### config.mk
export PLATFORM = sky130hd
export DESIGN_NAME = uart_rx_byte_flat
export DESIGN_NICKNAME = d
export VERILOG_FILES = /design/src/rtl/uart_rx_byte_pkg.sv /design/src/rtl/uart_rx_byte_if.sv /design/src/rtl/uart_rx_byte_sync.sv /design/src/rtl/uart_rx_byte.sv /design/src/flat_wrapper.sv
export SDC_FILE = /design/constraint.sdc
export NUM_CORES = 1
export LEC_CHECK = 0
export ABC_AREA = 1
export BUFFER_PORTS_ARGS = -buffer_cell sky130_fd_sc_hd__buf_2
export CORE_MARGIN = 5
export CORE_UTILIZATION = 35
export DETAILED_ROUTE_END_ITERATION = 10
export MAX_ROUTING_LAYER = met4
export PLACE_DENSITY = 0.53
export REMOVE_ABC_BUFFERS = 1
export SETUP_SLACK_MARGIN = 0.1
export SYNTH_ARGS = -nofsm -noshare
export SYNTH_HDL_FRONTEND = slang
export SYNTH_HIERARCHICAL = 1
export SYNTH_SLANG_ARGS = --single-unit
### constraint.sdc
create_clock -name clk -period 1.9 [get_ports clk]
set_input_delay 0.095 -clock clk [delete_from_list [all_inputs] [get_ports clk]]
set_output_delay 0.095 -clock clk [all_outputs]
set_load 0.1 [all_outputs]
### src/rtl/uart_rx_byte_pkg.sv
// Shared definitions for the async-serial receive path: state encodings, frame size
// and the bit-period derivation used by both receiver and (future) transmitter.
package uart_rx_byte_pkg;

    localparam int FRAME_BITS = 8;

    typedef enum logic [2:0] {
        ST_IDLE  = 3'd0,
        ST_START = 3'd1,
        ST_DATA  = 3'd2,
        ST_STOP  = 3'd3,
        ST_BREAK = 3'd4
    } state_e;

    // Truncating divide: clk cycles per line bit.
    function automatic int cyc_count(input int sys_clk, input int baud);
        return sys_clk / baud;
    endfunction

    function automatic int half_count(input int cyc);
        return cyc / 2;
    endfunction

endpackage

### src/rtl/uart_rx_byte_if.sv
// Serial-in / parallel-out bundle between the line side and the byte consumer.
interface uart_rx_byte_if;
    import uart_rx_byte_pkg::*;

    logic                  din;
    logic [FRAME_BITS-1:0] data;
    logic                  valid;
    logic                  frame_err;
    logic                  busy;

    modport master (output din, input  data, valid, frame_err, busy);
    modport slave  (input  din, output data, valid, frame_err, busy);

endinterface

### src/rtl/uart_rx_byte_sync.sv
// Two-flop synchroniser; RST_VAL lets the line side reset to its idle level.
module uart_rx_byte_sync #(
    parameter logic RST_VAL = 1'b1
) (
    input  logic clk,
    input  logic rst_n,
    input  logic i_d,
    output logic o_q
);

    logic r_meta;
    logic r_sync;

    always_ff @(posedge clk or negedge rst_n) begin
        if (!rst_n) begin
            r_meta <= RST_VAL;
            r_sync <= RST_VAL;
        end else begin
            r_meta <= i_d;
            r_sync <= r_meta;
        end
    end

    assign o_q = r_sync;

endmodule

### src/rtl/uart_rx_byte.sv
// 8N1 receiver: finds the start-bit centre, then samples every following bit one
// bit period later, emitting a one-cycle valid or frame_err per frame.
module uart_rx_byte import uart_rx_byte_pkg::*; #(
    parameter int SYSTEM_CLOCK = 32000000,
    parameter int BAUD_RATE    = 9600,
    parameter int CYC_COUNT    = cyc_count(SYSTEM_CLOCK, BAUD_RATE),
    parameter int HALF_COUNT   = half_count(CYC_COUNT),
    parameter int CNT_WIDTH    = $clog2(CYC_COUNT)
) (
    input  logic           clk,
    input  logic           rst_n,
    uart_rx_byte_if.slave  bus
);

    logic                  w_din_s;
    state_e                r_state;
    state_e                w_next;
    logic [CNT_WIDTH-1:0]  r_cnt;
    logic [2:0]            r_bit_idx;
    logic [FRAME_BITS-1:0] r_shift;
    logic [FRAME_BITS-1:0] r_data;
    logic                  r_valid;
    logic                  r_ferr;
    logic                  w_half_hit;
    logic                  w_bit_hit;
    logic                  w_sample;
    logic                  w_done_ok;
    logic                  w_done_err;
    logic                  w_busy;

    uart_rx_byte_sync #(.RST_VAL(1'b1)) u_sync (
        .clk   (clk),
        .rst_n (rst_n),
        .i_d   (bus.din),
        .o_q   (w_din_s)
    );

    assign w_half_hit = (r_cnt == CNT_WIDTH'(HALF_COUNT - 1));
    assign w_bit_hit  = (r_cnt == CNT_WIDTH'(CYC_COUNT - 1));

    always_ff @(posedge clk or negedge rst_n) begin
        if (!rst_n) r_state <= ST_IDLE;
        else        r_state <= w_next;
    end

    always_comb begin
        w_next = r_state;
        case (r_state)
            ST_IDLE:  if (!w_din_s) w_next = ST_START;
            ST_START: if (w_half_hit) w_next = w_din_s ? ST_IDLE : ST_DATA;
            ST_DATA:  if (w_bit_hit && r_bit_idx == 3'(FRAME_BITS - 1)) w_next = ST_STOP;
            ST_STOP:  if (w_bit_hit) w_next = w_din_s ? ST_IDLE : ST_BREAK;
            // A held-low line must return high before a new start is accepted.
            ST_BREAK: if (w_din_s) w_next = ST_IDLE;
            default:  w_next = ST_IDLE;
        endcase
    end

    always_comb begin
        w_sample   = (r_state == ST_DATA) && w_bit_hit;
        w_done_ok  = (r_state == ST_STOP) && w_bit_hit &&  w_din_s;
        w_done_err = (r_state == ST_STOP) && w_bit_hit && !w_din_s;
        w_busy     = (r_state != ST_IDLE);
    end

    // Counter restarts on every state change and wraps per bit inside DATA.
    always_ff @(posedge clk or negedge rst_n) begin
        if (!rst_n) begin
            r_cnt     <= '0;
            r_bit_idx <= '0;
            r_shift   <= '0;
        end else begin
            if (w_next != r_state || r_state == ST_IDLE || r_state == ST_BREAK)
                r_cnt <= '0;
            else if (w_bit_hit)
                r_cnt <= '0;
            else
                r_cnt <= r_cnt + 1'b1;

            if (r_state != ST_DATA) r_bit_idx <= '0;
            else if (w_sample)      r_bit_idx <= r_bit_idx + 3'd1;

            if (w_sample) r_shift <= {w_din_s, r_shift[FRAME_BITS-1:1]};
        end
    end

    always_ff @(posedge clk or negedge rst_n) begin
        if (!rst_n) begin
            r_data  <= '0;
            r_valid <= 1'b0;
            r_ferr  <= 1'b0;
        end else begin
            r_valid <= w_done_ok;
            r_ferr  <= w_done_err;
            if (w_done_ok) r_data <= r_shift;
        end
    end

    assign bus.data      = r_data;
    assign bus.valid     = r_valid;
    assign bus.frame_err = r_ferr;
    assign bus.busy      = w_busy;

endmodule
### src/flat_wrapper.sv
// flat-port wrapper written by rule: the top's interface ports become plain ports
module uart_rx_byte_flat import uart_rx_byte_pkg::*;
#(
    parameter int SYSTEM_CLOCK = 32000000,
    parameter int BAUD_RATE    = 9600,
    parameter int CYC_COUNT    = cyc_count(SYSTEM_CLOCK, BAUD_RATE),
    parameter int HALF_COUNT   = half_count(CYC_COUNT),
    parameter int CNT_WIDTH    = $clog2(CYC_COUNT)
)
  (clk, rst_n, bus_din, bus_data, bus_valid, bus_frame_err, bus_busy);
  uart_rx_byte_if bus_i ();
  input  logic clk;
  input  logic rst_n;
  input wire logic [$bits(bus_i.din)-1:0] bus_din;
  output wire logic [$bits(bus_i.data)-1:0] bus_data;
  output wire logic [$bits(bus_i.valid)-1:0] bus_valid;
  output wire logic [$bits(bus_i.frame_err)-1:0] bus_frame_err;
  output wire logic [$bits(bus_i.busy)-1:0] bus_busy;
  assign bus_i.din = bus_din;
  assign bus_data = bus_i.data;
  assign bus_valid = bus_i.valid;
  assign bus_frame_err = bus_i.frame_err;
  assign bus_busy = bus_i.busy;
  uart_rx_byte #(.SYSTEM_CLOCK(SYSTEM_CLOCK), .BAUD_RATE(BAUD_RATE), .CYC_COUNT(CYC_COUNT), .HALF_COUNT(HALF_COUNT), .CNT_WIDTH(CNT_WIDTH)) u_core (.clk(clk), .rst_n(rst_n), .bus(bus_i));
endmodule
==> impl_metrics.py, run 1 <==
metrics = {
    "synth": {
        "ys_ff_latch": 38,
        "syn_area_sq_um": 1939,
        "synth_ff_type": "dfrtp_1",
        "synth.avg_cell_area_sq_um": 9.062,
        "syn_inst": 214,
        "yosys_warnings": 6,
        "synthArstFlopShare_pct": 100.0,
        "synth_edf_count": 0,
        "seq_area_frac_synth_pct": 49.16,
        "yosys.cell_types.count": 28,
    },
    "layout": {
        "fin_util_pct": 42.21,
        "finalNetCount": 248,
        "diodes": 0,
        "drive_gt1_share_pct": 33.61,
        "area_delta_synth_final_pct": 18.39,
        "final_cell_mix": "dfrtp_1 (36), nand2_1 (30), nor2_1 (23), inv_1 (19), nor2_2 (14)",
        "layout_commonest_cell": "dfrtp_1",
    },
    "sta": {
        "maxSlewHeadroom_pct": 67.76,
        "finClkSkew_ps": 6.447,
        "fin_crit_sh_pct": 90.33,
        "setup_tns_ps": 0,
        "maxSlewViolCount": 0,
        "rsz0062_at_grt": "true",
        "layout_min_cycle_time_ps": 1716,
        "tightest_slew_ps": 487.0,
        "hold_slack_ps": 265.2,
        "hold_violations": 0,
        "setup-violations-final": 0,
        "fmax_mhz": 582.7,
    },
    "clocking": {
        "clk_latency_ps": 280,
        "cts_root_buf": "clkbuf_8",
        "htree_num_levels": 2,
        "numCtsBuffers": 5,
        "cts_tree": "done",
        "path_clk_slew_ps": 80,
        "clock_sink_count": 38,
        "cts_buffer_depth": 2,
    },
    "floorplan": {
        "core_sq_um": 5439,
        "dieArea_sq_um": 7130,
        "die_height_um": 84.44,
        "core.rowCount": 27,
        "initial_core_util_pct": 35.66,
        "io_pins": 14,
        "die_w_um": 84.44,
    },
    "global_route": {
        "grtUsageTotal_pct": 11.65,
        "grt-ovfl-total": 0,
        "grt_max_degree": 23,
        "antenna_found_initial": 0,
        "grt_pass1_vias": 1453,
        "grt_pass1_wl_mm": 6.527,
    },
    "worst_setup_path": {
        "worstReg2RegStart": "u_core/r_cnt[1]",
        "endpoint_kind": "flip-flop",
        "required_ps": 2070,
        "worstSetupPathType": "flip-flop to flip-flop",
        "start_kind": "flip-flop",
        "rr_worst_depth": 12,
        "r2r_setup_slack_ps": 180,
        "cp_max_fo": 6,
        "worstPathArrival_ps": 1890,
        "reg2reg_to": "u_core/r_cnt[9]",
    },
    "power": {
        "sequentialPowerShare_pct": 57.9,
        "p_sw_mw": 0.2967,
        "internal-power_mw": 1.110,
        "p_leak_nw": 1.080,
        "ir_drop_v": 0.0002842,
        "clock_power_share_pct": 40.4,
        "p_per_area_nw_per_um2": 612.6,
        "p_comb_share_pct": 1.7,
        "swShare_pct": 21.09,
    },
    "detailed_routing": {
        "drt-initial-drc-count": 85,
        "drt_pass1_iterations": 6,
        "drt-wirelength-per-cell_um": 11.79,
        "vias": 1388,
        "ant_nets": 0,
        "avgViaCountPerCell": 4.435,
        "routed_wl_mm": 3.691,
        "drc": 0,
    },
    "job": {
        "cap_violations": 0,
    },
    "hold_path": {
        "min_path_type": "input port to async pin",
    },
    "outcome": {
        "outcome": "finished clean",
    },
    "placement": {
        "io_buffers": 13,
        "routabilityCongestion": 0.7824,
        "hpwlAfterDp_mm": 2.658,
    },
}
==> synthesized netlist by cell type (3+ instances only) <==
library cell  number  area (sq um)
a21oi_1           10         50.05
buf_6              3         33.78
dfrtp_1           36         900.9
ha_1               5         62.56
inv_1             22         82.58
inv_2              5         18.77
nand2_1           31         116.4
nand2_2            5         31.28
nand3_1            8         40.04
nand3_2            4         40.04
nand4_1            5         31.28
nor2_1            26         97.59
nor2_2            12         75.07
nor3_1             7         35.03
o21ai_0            9         45.04
o21ai_2            8         70.07
xor2_1             4         35.03
==> flip-flops by register name (all words and copies together) (netlist names) <==
register / cells
u_core/r_cnt: 12
u_core/bus.data: 8
u_core/r_shift: 8
u_core/r_bit_idx: 3
u_core/r_state: 3
u_core/bus.frame_err: 1
u_core/bus.valid: 1
u_core/u_sync/o_q: 1
u_core/u_sync/r_meta: 1
==> how the worst max path moves through the flow <==
stage / start / to / cells past startpoint / slack, ps
global placement: u_core/r_cnt[1] / u_core/r_cnt[11] / 12 / 170
finish: u_core/r_cnt[1] / u_core/r_cnt[9] / 12 / 180
detailed placement: u_core/r_cnt[1] / u_core/r_cnt[11] / 12 / 180
CTS: u_core/r_cnt[1] / u_core/r_cnt[11] / 12 / 160
global route: u_core/r_cnt[1] / u_core/r_cnt[6] / 11 / 50
floorplan: u_core/r_state[0] / u_core/r_cnt[0] / 7 / 150
==> logic make-up (layout without fill, tap and decap cells) <==
kind of cell             after synthesis  count (layout)  synth area share, %
flip-flops                            38              38                49.16
XOR/XNOR                               5               5                2.258
AND/OR/NAND/NOR                      104             104                28.13
adder cells (fa/ha/maj)                5               5                3.226
buffers and inverters                 32              59                7.483
AO/OA/AOI/OAI                         30              30                9.742
==> repair_timing <==
item | 4_1_cts | 5_1_grt
resized for setup | 0 | 11
buffers inserted | 0 | 1
setup endpoints to repair | 0 | 19
endpoints found under the hold margin | 17 | 0
hold buffers | 2 | 0
==> worst max-delay path, cell delays in order, from the launching register on <==
cell and delay, ps:
dfrtp_1 390, inv_2 90, ha_4 160, inv_2 40
nor2_2 110, nand2_2 70, nor2_4 110, nand4_1 150
nand3_2 120, nand2_2 60, nand3_4 110, clkbuf_16 160
nor2_2 30
==> metal layers <==
layer | wire, um | track usage (%)
met1 | 1852 | 15.27
met5 | 0 | -
met3 | 95 | 2.355
met2 | 1708 | 18.08
met4 | 35 | 3.885
==> layout make-up <==
cell class	count	area [sq um]
clock buffers	6	82.58
clock inverters	2	12.51
fillers	532	3143
inverters	28	106.4
multi-input cells	144	875.8
flip-flops and latches	38	953.4
well taps	72	90.09
repair buffers	23	175.2
==> power by group through the flow <==
stage	clock network (mW)	registers [mW]	logic, mW
detailed placement	0	0.830	0.0231
finish	0.568	0.815	0.0241
floorplan	0	0.830	0.00178
global route	0.630	0.815	0.0297
global placement	0	0.830	0.0232
CTS	0.598	0.815	0.0261
==> stage by stage <==
stage | cell area, sq um | cells | power [mW] | setup slack, ps
6_report | 2296 | 313 | 1.407 | 183.7
5_1_grt | 2296 | 313 | 1.474 | 46.97
4_1_cts | 2228 | 311 | 1.438 | 162.8
3_5_place_dp | 2113 | 301 | 0.8536 | 182.6
3_3_place_gp | 2113 | 301 | 0.8536 | 170.4
2_1_floorplan | 1901 | 210 | 0.8315 | 149.6
Note: power is estimated with default switching activity, not from simulation.
==> run 2: changes to the inputs <==
Settings changed: CORE_MARGIN 5 to not set, SYNTH_HIERARCHICAL 1 to not set.
==> impl_metrics.py, run 2 <==
metrics = {
    "placement": {
        "hpwlAfterDp_mm": 2.525,
        "dp_cells": 303,
        "routabilityCongestion": 0.8575,
        "dpl-instance-area_sq_um": 2033,
        "io_buffers": 13,
    },
    "detailed_routing": {
        "avgViaCountPerCell": 4.486,
        "drt-wirelength-per-cell_um": 11.44,
        "ant_nets": 0,
        "routed_wl_mm": 3.605,
        "drc": 0,
        "drt-initial-drc-count": 70,
        "vias": 1413,
        "drt_pass1_iterations": 4,
    },
    "clocking": {
        "cts_root_buf": "clkbuf_8",
        "path_clk_slew_ps": 80,
        "clock_sink_count": 38,
        "numCtsBuffers": 5,
        "htree_num_levels": 2,
        "cts_buffer_depth": 2,
        "cts_tree": "done",
        "clk_latency_ps": 290,
    },
    "synth": {
        "syn_inst": 222,
        "yosysMostFrequentCell": "nand2_1",
        "synth-compound-area-share_pct": 6.320,
        "netlist_top_cells_area": "dfrtp_1 (47%), nand2_1 (10%), inv_1 (5.3%)",
        "synth_top_area_cell": "dfrtp_1",
        "synth_mux_area_share_pct": 0,
        "synth_ff_type": "dfrtp_1",
        "synth_top_family_by_area": "simple AND/OR/NAND/NOR gates",
        "synthXorXnorAreaFrac_pct": 1.843,
        "synthTopCellsByCount": "nand2_1 (51), dfrtp_1 (36), inv_1 (27), nor2_1 (20), nand3_1 (18)",
        "yosys.cell_types.count": 26,
        "synth.avg_cell_area_sq_um": 8.561,
        "seq_area_frac_synth_pct": 50.16,
        "ys_ff_latch": 38,
        "synth_edf_count": 0,
        "yosys.area_share.adder_pct": 3.292,
        "syn_area_sq_um": 1901,
        "yosys_warnings": 0,
        "synthArstFlopShare_pct": 100.0,
        "synth_top_area_share_pct": 47.40,
        "synthSimpleGateAreaFrac_pct": 29.76,
    },
    "layout": {
        "finalNetCount": 252,
        "diodes": 0,
        "largest-register": "u_core.r_cnt",
        "layoutNonFillerInstCount": 315,
        "drive_gt1_share_pct": 26.12,
        "largest_reg_flops": 12,
        "area_delta_synth_final_pct": 18.43,
        "final_area_sq_um": 2251,
        "final_cell_mix": "nand2_1 (49), dfrtp_1 (36), inv_1 (25), nor2_1 (19), nand3_1 (17)",
        "layout_commonest_cell": "nand2_1",
    },
    "worst_setup_path": {
        "required_ps": 2120,
        "worstSetupEndpoint": "u_core.r_cnt[11]",
        "worstPathArrival_ps": 1910,
        "crit_start": "u_core.r_cnt[0]",
        "reg2reg_to": "u_core.r_cnt[11]",
        "r2r_setup_slack_ps": 210,
        "cp_max_fo": 6,
        "start_kind": "flip-flop",
        "rr_worst_depth": 10,
        "worstSetupPathType": "flip-flop to flip-flop",
        "worstReg2RegStart": "u_core.r_cnt[0]",
        "endpoint_kind": "flip-flop",
    },
    "floorplan": {
        "core.rowCount": 26,
        "die_w_um": 75.69,
        "die_height_um": 75.69,
        "io_pins": 14,
        "initial_core_util_pct": 36.74,
        "dieArea_sq_um": 5729,
        "core_sq_um": 5172,
    },
    "sta": {
        "rsz0062_at_grt": "true",
        "fin_crit_sh_pct": 89.13,
        "setup-violations-final": 0,
        "finClkSkew_ps": 5.806,
        "tightest_slew_ps": 490.3,
        "maxSlewViolCount": 0,
        "setup_tns_ps": 0,
        "maxSlewHeadroom_pct": 67.31,
        "fmax_mhz": 590.5,
        "layout_min_cycle_time_ps": 1693,
        "hold_violations": 0,
    },
    "power": {
        "sequentialPowerShare_pct": 48.4,
        "ir_drop_v": 0.0004769,
        "p_sw_mw": 0.3017,
        "swShare_pct": 17.95,
        "clock_power_share_pct": 50.1,
        "internal-power_mw": 1.379,
        "p_leak_nw": 1.096,
        "p_comb_share_pct": 1.5,
        "p_per_area_nw_per_um2": 746.8,
    },
    "job": {
        "cap_violations": 0,
    },
    "global_route": {
        "grt_pass1_wl_mm": 6.168,
        "antenna_found_initial": 0,
        "grt_max_degree": 23,
        "grt_pass1_vias": 1428,
        "grt-ovfl-total": 0,
        "grtUsageTotal_pct": 15.09,
    },
    "outcome": {
        "outcome": "finished clean",
    },
    "hold_path": {
        "min_path_type": "input port to async pin",
    },
}
## run 2: logic make-up after synthesis
group	after synthesis
adders and majority gates	5
and+or+nand+nor	118
xor gates and xnor gates	4
buffers and inverters	36
DFF	38
AOI/OAI and AO/OA	21
## run 2: critical path: stages, from the launching register on
cell	delay [ps]
dfrtp_1	410
inv_2	90
ha_2	180
inv_1	70
nor2_4	130
nand3_4	120
a21oi_4	170
nand2_2	80
nand2_2	120
nand3_4	150
nor2_1	130
## run 2: worst min-delay path by stage
stage | start | end | slack (ps)
5_1_grt | rst_n | u_core.bus.data[1] | 350
6_report | rst_n | u_core.r_shift[0] | 300
4_1_cts | rst_n | u_core.bus.data[1] | 320
3_5_place_dp | rst_n | u_core.r_cnt[3] | 90
3_3_place_gp | rst_n | u_core.r_cnt[5] | 100
2_1_floorplan | rst_n | u_core.bus.data[0] | -200
## run 2: final cells by class
type                       count  area, sq um
clock inverter                 2        60.06
inverter                      31        121.4
clock buffer                   6        82.58
timing repair buffer          19        115.1
multi-input combinational    149        830.8
tap                           70        87.58
sequential                    38        953.4
fill                         517         2922
## run 2: per-stage QoR
step / utilization [%] / setup WS, ps / hold slack, ps / power, mW
global placement: 39.31 / 60.48 / 103.5 / 0.8536
detailed placement: 39.31 / -29.84 / 90.00 / 0.8532
floorplan: - / -228.9 / -200.6 / 0.8305
CTS: 42.65 / 102.4 / 323.3 / 1.712
finish: 43.52 / 206.6 / 303.5 / 1.681
global route: 43.52 / 82.41 / 351.6 / 1.747
## run 2: repair_timing
item,CTS,global route
gates resized for setup,2,8
hold buffers,2,0
gates cloned,0,1
pin swaps,0,2
endpoints found under the setup margin,21,29
hold endpoints to repair,21,0
setup buffers,0,1
## run 2: per-layer routing
layer / GRT usage (%) / vias up / wire, um
met5: - / - / 0
met4: 4.321 / 0 / 22
met3: 4.762 / 2 / 113
met2: 24.21 / 19 / 1691
met1: 18.33 / 653 / 1778
li1: - / 739 / -
## run 2: power groups by stage
stage / logic (mW) / registers [mW] / clock network [mW]
global route: 0.0306 / 0.813 / 0.903
global placement: 0.0246 / 0.829 / 0
floorplan: 0.00138 / 0.829 / 0
CTS: 0.0273 / 0.813 / 0.872
finish: 0.0255 / 0.813 / 0.842
detailed placement: 0.0240 / 0.829 / 0
